$ cat config.mk
export PLATFORM = sky130hd
export DESIGN_NAME = dac_frame_ctrl_flat
export DESIGN_NICKNAME = d
export VERILOG_FILES = /design/src/rtl/dac_frame_ctrl_if.sv /design/src/rtl/dac_frame_ctrl.sv /design/src/flat_wrapper.sv
export SDC_FILE = /design/constraint.sdc
export NUM_CORES = 1
export LEC_CHECK = 0
export ABC_AREA = 1
export BUFFER_PORTS_ARGS = -buffer_cell sky130_fd_sc_hd__buf_4
export CAP_MARGIN = 40
export CORE_MARGIN = 1
export CORE_UTILIZATION = 54
export CTS_CLUSTER_DIAMETER = 40
export DETAILED_ROUTE_END_ITERATION = 10
export GPL_TIMING_DRIVEN = 1
export PLACE_DENSITY = 0.82
export SLEW_MARGIN = 20
export SYNTH_ARGS = -nofsm -noshare
export SYNTH_HDL_FRONTEND = slang
export SYNTH_SLANG_ARGS = --single-unit
$ cat constraint.sdc
create_clock -name clk -period 2.6 [get_ports clk]
set_input_delay 0.26 -clock clk [delete_from_list [all_inputs] [get_ports clk]]
set_output_delay 0.26 -clock clk [all_outputs]
set_load 0.005 [all_outputs]
$ cat src/rtl/dac_frame_ctrl_if.sv
// Sample-producer side of the DAC frame sequencer: start/ready request handshake
// plus busy/done status.
// A sample transfers in exactly the clk where start && ready are both high. sample
// must be stable in that clk. start while ready is low is ignored.
interface dac_frame_ctrl_if;
    logic        start;
    logic [11:0] sample;
    logic        ready;
    logic        busy;
    logic        done;

    modport master (output start, output sample, input ready, input busy, input done);
    modport slave  (input start, input sample, output ready, output busy, output done);
endinterface

$ cat src/rtl/dac_frame_ctrl.sv
// DAC frame sequencer: free-running sclk divider, sync_n framing and load/shift
// select for a negedge-clocked 16-bit shift register, one sample per frame.
module dac_frame_ctrl #(
    parameter int DIV_HALF   = 2,
    parameter int FRAME_BITS = 16,
    parameter int GAP_CYCLES = 2
) (
    input  logic              clk,
    input  logic              rst,
    dac_frame_ctrl_if.slave   bus,
    output logic              sclk,
    output logic              sync_n,
    output logic              desp_enable,
    output logic [11:0]       data_out,
    output logic [1:0]        state_dbg
);
    localparam int DW = (DIV_HALF > 1) ? $clog2(DIV_HALF) : 1;
    localparam int BW = $clog2(FRAME_BITS + 1);
    localparam int GW = $clog2(GAP_CYCLES + 1);

    typedef enum logic [1:0] {IDLE = 2'd0, LOAD = 2'd1, SHIFT = 2'd2, GAP = 2'd3} state_t;

    state_t          state, state_nxt;
    logic [DW-1:0]   div_cnt;
    logic [BW-1:0]   bit_cnt;
    logic [GW-1:0]   gap_cnt;
    logic            busy_r;
    logic            div_wrap, rise_tick, bit_last, gap_last;
    logic            ready_i, done_i, accept, in_frame;

    assign div_wrap  = (div_cnt == DW'(DIV_HALF - 1));
    assign rise_tick = div_wrap && !sclk;
    assign bit_last  = (bit_cnt == BW'(FRAME_BITS - 1));
    assign gap_last  = (gap_cnt == GW'(GAP_CYCLES - 1));

    always_ff @(posedge clk or posedge rst) begin
        if (rst) begin
            div_cnt <= '0;
            sclk    <= 1'b0;
        end else if (div_wrap) begin
            div_cnt <= '0;
            sclk    <= ~sclk;
        end else begin
            div_cnt <= div_cnt + 1'b1;
        end
    end

    always_ff @(posedge clk or posedge rst) begin
        if (rst) state <= IDLE;
        else     state <= state_nxt;
    end

    // Every transition waits for rise_tick, so control settles half a period before each sclk fall.
    always_comb begin
        state_nxt = state;
        if (rise_tick) begin
            case (state)
                IDLE:    if (busy_r)   state_nxt = LOAD;
                LOAD:                  state_nxt = SHIFT;
                SHIFT:   if (bit_last) state_nxt = GAP;
                GAP:     if (gap_last) state_nxt = IDLE;
                default:               state_nxt = IDLE;
            endcase
        end
    end

    always_comb begin
        ready_i  = (state == IDLE) && !busy_r;
        done_i   = rise_tick && (state == GAP) && gap_last;
        accept   = bus.start && ready_i;
        in_frame = (state_nxt == SHIFT);
    end

    assign bus.ready = ready_i;
    assign bus.done  = done_i;
    assign bus.busy  = busy_r;
    assign state_dbg = state;

    always_ff @(posedge clk or posedge rst) begin
        if (rst) begin
            sync_n      <= 1'b1;
            desp_enable <= 1'b0;
        end else if (rise_tick) begin
            sync_n      <= !in_frame;
            desp_enable <= in_frame;
        end
    end

    always_ff @(posedge clk or posedge rst) begin
        if (rst) begin
            bit_cnt <= '0;
            gap_cnt <= '0;
        end else if (rise_tick) begin
            if (state == LOAD)
                bit_cnt <= '0;
            else if (state == SHIFT)
                bit_cnt <= bit_last ? '0 : bit_cnt + 1'b1;
            if (state == SHIFT && bit_last)
                gap_cnt <= '0;
            else if (state == GAP)
                gap_cnt <= gap_last ? '0 : gap_cnt + 1'b1;
        end
    end

    // data_out only moves on acceptance, which cannot happen while a frame is in flight.
    always_ff @(posedge clk or posedge rst) begin
        if (rst) begin
            busy_r   <= 1'b0;
            data_out <= '0;
        end else if (accept) begin
            busy_r   <= 1'b1;
            data_out <= bus.sample;
        end else if (done_i) begin
            busy_r   <= 1'b0;
        end
    end
endmodule

$ cat src/flat_wrapper.sv
// flat-port wrapper written by rule: the top's interface ports become plain ports
module dac_frame_ctrl_flat 
#(
    parameter int DIV_HALF   = 2,
    parameter int FRAME_BITS = 16,
    parameter int GAP_CYCLES = 2
)
  (clk, rst, sclk, sync_n, desp_enable, data_out, state_dbg, bus_start, bus_sample, bus_ready, bus_busy, bus_done);
  dac_frame_ctrl_if bus_i ();
  input  logic clk;
  input  logic rst;
  output logic sclk;
  output logic sync_n;
  output logic desp_enable;
  output logic [11:0] data_out;
  output logic [1:0] state_dbg;
  input wire logic [$bits(bus_i.start)-1:0] bus_start;
  input wire logic [$bits(bus_i.sample)-1:0] bus_sample;
  output wire logic [$bits(bus_i.ready)-1:0] bus_ready;
  output wire logic [$bits(bus_i.busy)-1:0] bus_busy;
  output wire logic [$bits(bus_i.done)-1:0] bus_done;
  assign bus_i.start = bus_start;
  assign bus_i.sample = bus_sample;
  assign bus_ready = bus_i.ready;
  assign bus_busy = bus_i.busy;
  assign bus_done = bus_i.done;
  dac_frame_ctrl #(.DIV_HALF(DIV_HALF), .FRAME_BITS(FRAME_BITS), .GAP_CYCLES(GAP_CYCLES)) u_core (.clk(clk), .rst(rst), .bus(bus_i), .sclk(sclk), .sync_n(sync_n), .desp_enable(desp_enable), .data_out(data_out), .state_dbg(state_dbg));
endmodule
## Yosys cells after proc, flatten, opt, wreduce, memory -nomap -nowiden

Index checks and enable logic that the tools add are counted.

- Eq/ne operators: 6
- $add $sub $neg: 3
- Bitwise operators: 1
- Mux-type cells: 14
- Reduce and logical (&&, ||, !) cells: 15

Operators by type and width:

| kind | count |
|---|---|
| 5-bit 2-to-1 mux | 3 |
| 2-bit 2-to-1 mux | 7 |
| 2-bit case mux with 4 select lines | 1 |
| 2-bit == test (second input constant) | 3 |
| 1-bit logical AND | 6 |
| 2-bit nonzero test | 3 |
| 5-bit by 1-bit adder with 5-bit output (second input constant) | 1 |
| 5-bit by 4-bit == test with 1-bit output (second input constant) | 1 |
| 2-bit by 1-bit == test with 1-bit output (second input constant) | 2 |
| 2-bit AND reduction | 2 |
| 1-bit zero test | 3 |
| 1-bit 2-to-1 mux | 3 |
| 2-bit by 1-bit adder with 2-bit output (second input constant) | 1 |
| 2-bit zero test | 1 |
| 1-bit adder (second input constant) | 1 |
| 1-bit inverter | 1 |

- Output and inout bits: 20
- Register bits: 26
- Logic and storage cells: 48
- Bits of input ports: 15

## Longest topological paths before layout

- Word-level depth: 6
- Mapped depth: 11
- Mapped depth without buffers: 11

## Worst setup path after synthesis

No wires, ideal clock.

- Kind: register to register
- Start: register u_core.state[0], in the netlist u_core.state_dbg[0]
- End: register u_core.data_out[0]
- Cell stages (with the launch flop): 8
- Buffers on the path: 1
- Data arrival time: 1.340 ns
- Library setup time: 0.125 ns
- Required time: 2.475 ns
- Setup slack: 1.135 ns
- Clock period less this slack: 1.465 ns
- Cell sequence: dfrtp_1 -> inv_1 -> ha_1 -> inv_1 -> nor2_4 -> nand2_4 -> buf_6 -> mux2_4

- Word-level cells in the longest chain between the ends: 3

Ends and longest elaborated chain:

| what | line | text |
|---|---|---|
| start: declaration | dac_frame_ctrl.sv:23 | `state_t state, state_nxt;` |
| start signal: assignment | dac_frame_ctrl.sv:50 | `else state <= state_nxt;` |
| 2-bit zero test | dac_frame_ctrl.sv:68 | `ready_i = (state == IDLE) && !busy_r;` |
| 1-bit logical AND | dac_frame_ctrl.sv:68 |  |
| via bus_ready | flat_wrapper.sv:19 | `output wire logic [$bits(bus_i.ready)-1:0] bus_ready;` |
| 1-bit logical AND | dac_frame_ctrl.sv:70 | `accept = bus.start && ready_i;` |
| end signal: assignment | dac_frame_ctrl.sv:112 | `data_out <= bus.sample;` |
| end: declaration | dac_frame_ctrl.sv:14 | `output logic [11:0] data_out,` |

The timed path passes the listed nets, and every way through them passes these cells.
A chain may end at the register's enable or synchronous reset.

## Worst setup path after layout

- Start: register u_core.sclk
- End: output port bus_done

- Word-level cells in the longest chain between the ends: 4

Ends and longest elaborated chain:

| what | line | text |
|---|---|---|
| start: declaration | dac_frame_ctrl.sv:11 | `output logic sclk,` |
| start signal: assignment | dac_frame_ctrl.sv:42 | `sclk <= ~sclk;` |
| 1-bit zero test | dac_frame_ctrl.sv:32 | `assign rise_tick = div_wrap && !sclk;` |
| 1-bit logical AND | dac_frame_ctrl.sv:32 |  |
| 1-bit logical AND (2 in series) | dac_frame_ctrl.sv:69 | `done_i = rise_tick && (state == GAP) && gap_last;` |
| end: declaration | flat_wrapper.sv:21 | `output wire logic [$bits(bus_i.done)-1:0] bus_done;` |

No other way between the ends.

==> metrics <==
critical path arrival 1.37 ns; Worst-Margin Slew 0.371 ns; hold path depth 2; Most used DFF post-synth dfrtp_1; worst hold path type input pin to flip-flop; Synth Instances 115; starting density of the core 60.1%; most numerous cell in the Yosys netlist nand2_1; final hold viol count 0; CP Class flip-flop to output port; worst clock skew about 0.0055 ns; CTS Buffer Depth 2; most frequent cells after synthesis nand2_1, dfrtp_1, inv_1; vias per cell roughly 5; ys async rst share 100%; Clock Tree Root clkbuf_4; Final Power roughly 610 uW; Pins Over Slew Limit 0; met2 wire len 1.28 mm; largest area contributor in the netlist dfrtp_1; Synthesized Nets 136; Slowest cell on crit path dfrtp_1; Fillers 135; Die Footprint 0.00249 mm2; crit-path max FO 8; Synth cell types 19; CTS tree done; R2R Path End u_core.data_out[8]$_DFFE_PP0P_; CP endpoint kind output port; reg2reg start u_core.state_dbg[0]$_DFF_PP0_; top cell type's share of synthesized area 50.5%; floorplan die width 49.9 um; Final #Nets ~180; first-pass GRT wire length 4.02 mm; WL/cell 13.2 um; met3 wire len roughly 77 um; Tcrit/Tclk final 62.7%; core footprint 0.00206 mm2; setup bufs post-CTS 0; # DRC 0; Final ANT Viol Nets 0; Post-synth EDFFs 0; die height ~50 um; sequential area share after synthesis 52.6%; Util after Layout 76.6%; number of global-route vias before repair 882; top post-synthesis cells by area dfrtp_1, mux2_4, nand2_1; Leak Pwr 0.880 nW; DR top layer met4; Yosys warnings 0; Req. time, crit path between 2 and 2.5 ns; final std cells w/o fill 181; gr usage total ~22%; Final Cell Area 0.00158 mm2; # diodes 0; post-DP HPWL 1.88 mm; clk_lat worst skew a little over 0.3 ns; Post-Place Setup Slack roughly 1.1 ns; CTS Buf Count 3; clock period minus worst slack 1.63 ns; slowest cell delay on critical path 0.44 ns; Min Hold Slack 0.164 ns; share of cells above drive strength 1 ~37%; flops & latches, synth 26; Sink Count 26; synth-to-layout area growth 27.6%; setup_tns 0 ns; initial antenna violation count 0; area of the mapped netlist 0.00124 mm2; flop2flop setup slack about 1.1 ns; Placed Area roughly 0.0015 mm2; RSZ-0062 raised after global routing no; Post-Route M1 WL 988 um; Cells after DPL ~180; Worst setup SP type flip-flop; vias post-DR 905; slew margin rel. 75.3%; largest net degree at the start of global routing 21; IO Count 35; Hold Crit Start bus_sample[1]; H-tree lvl count 1; drt pass-1 iters 4; grt ovf 0; Cell Chain, Critical Path nor2_4, nand2_1, nor2_1, buf_4; setup violators final 0; cell count of the worst reg-to-reg path 6; Avg Cell Area, Syn 10.8 um2; Iter 0 DRT Violations 14; Port-buffer cells 34; Worst Hold End u_core.data_out[1]$_DFFE_PP0P_; Final WS setup 0.970 ns; row cnt 16; Max-Cap Viols 0; power per cell area 386 mW/mm2; outcome completed; clock slew at reported path FFs 0.14 ns; Peak VDD IR roughly 0.00030 V; final WL about 2.4 mm; fmax 614 MHz; Final GP Congestion 0.889
how the worst max path moves through the flow:
stage	slack, ns	to	depth (start not counted)	start
2_1_floorplan	1.14	u_core.data_out[0]$_DFFE_PP0P_	7	u_core.state_dbg[0]$_DFF_PP0_
4_1_cts	0.96	bus_done	4	u_core.sclk$_DFFE_PP0P_
6_report	0.97	bus_done	4	u_core.sclk$_DFFE_PP0P_
3_5_place_dp	1.07	u_core.data_out[8]$_DFFE_PP0P_	6	u_core.state_dbg[0]$_DFF_PP0_
5_1_grt	0.85	bus_done	4	u_core.sclk$_DFFE_PP0P_
3_3_place_gp	1.12	u_core.data_out[7]$_DFFE_PP0P_	6	u_core.state_dbg[0]$_DFF_PP0_
final cells by class:
cell class | instances | area, um2 | share of cell area (%)
flip-flops and latches | 26 | 652 | 41.3
multi-input cells | 72 | 515 | 32.6
repair buffers | 36 | 293 | 18.5
inverters | 16 | 60.1 | 3.80
well taps | 27 | 33.8 | 2.14
clock buffers | 4 | 26.3 | 1.66
report_power, final:
part	internal (mW)	switching, mW
clock network	0.0600	0.114
logic	0.0187	0.0126
registers	0.404	0
total	0.483	0.127
state kept, by name (all words and copies together) (netlist names), named ones only:
name	cells
u_core.bit_cnt	5
u_core.bus.busy	1
u_core.data_out	12
u_core.desp_enable	1
u_core.div_cnt	1
u_core.gap_cnt	2
u_core.sclk	1
u_core.state_dbg	1
u_core.sync_n	1
placed cells by master (no fill, tap or decap):
cell / count
a21oi_1: 3
buf_16: 1
buf_4: 34
clkbuf_1: 1
clkbuf_4: 3
dfrtp_1: 25
dfstp_2: 1
dlygate4sd3_1: 1
ha_1: 6
inv_1: 16
mux2_2: 3
mux2_4: 9
nand2_1: 26
nand2_2: 1
nand2_4: 2
nand3_1: 6
nand4_1: 1
nor2_1: 4
nor2_4: 2
o21ai_0: 4
o21ai_2: 1
o22ai_1: 3
xor2_1: 1
cells by family after synthesis:
logic type	count (synthesis)	synth area share, %
compound gates	11	5.05
xor+xnor	1	0.707
buf+inv	17	5.76
flops	26	52.6
simple gates	42	16.2
mux	12	13.6
fa+ha+maj	6	6.06
critical path, delay by kind of cell, from the launching register on:
kind                   cells  cell delay (ns)
buffers and inverters      1             0.12
flip-flops                 1             0.44
AND/OR/NAND/NOR            3             0.49
per-layer routing:
layer,GRT usage [%],vias up
met5,0,-
met4,7.14,0
met3,2.78,4
met2,39.9,20
met1,26.7,437
li1,-,444
what timing repair did:
item	CTS	global route
resized for setup	0	0
endpoints found under the hold margin	5	0
hold buffers	1	0
Note: power is estimated with default switching activity, not from simulation.
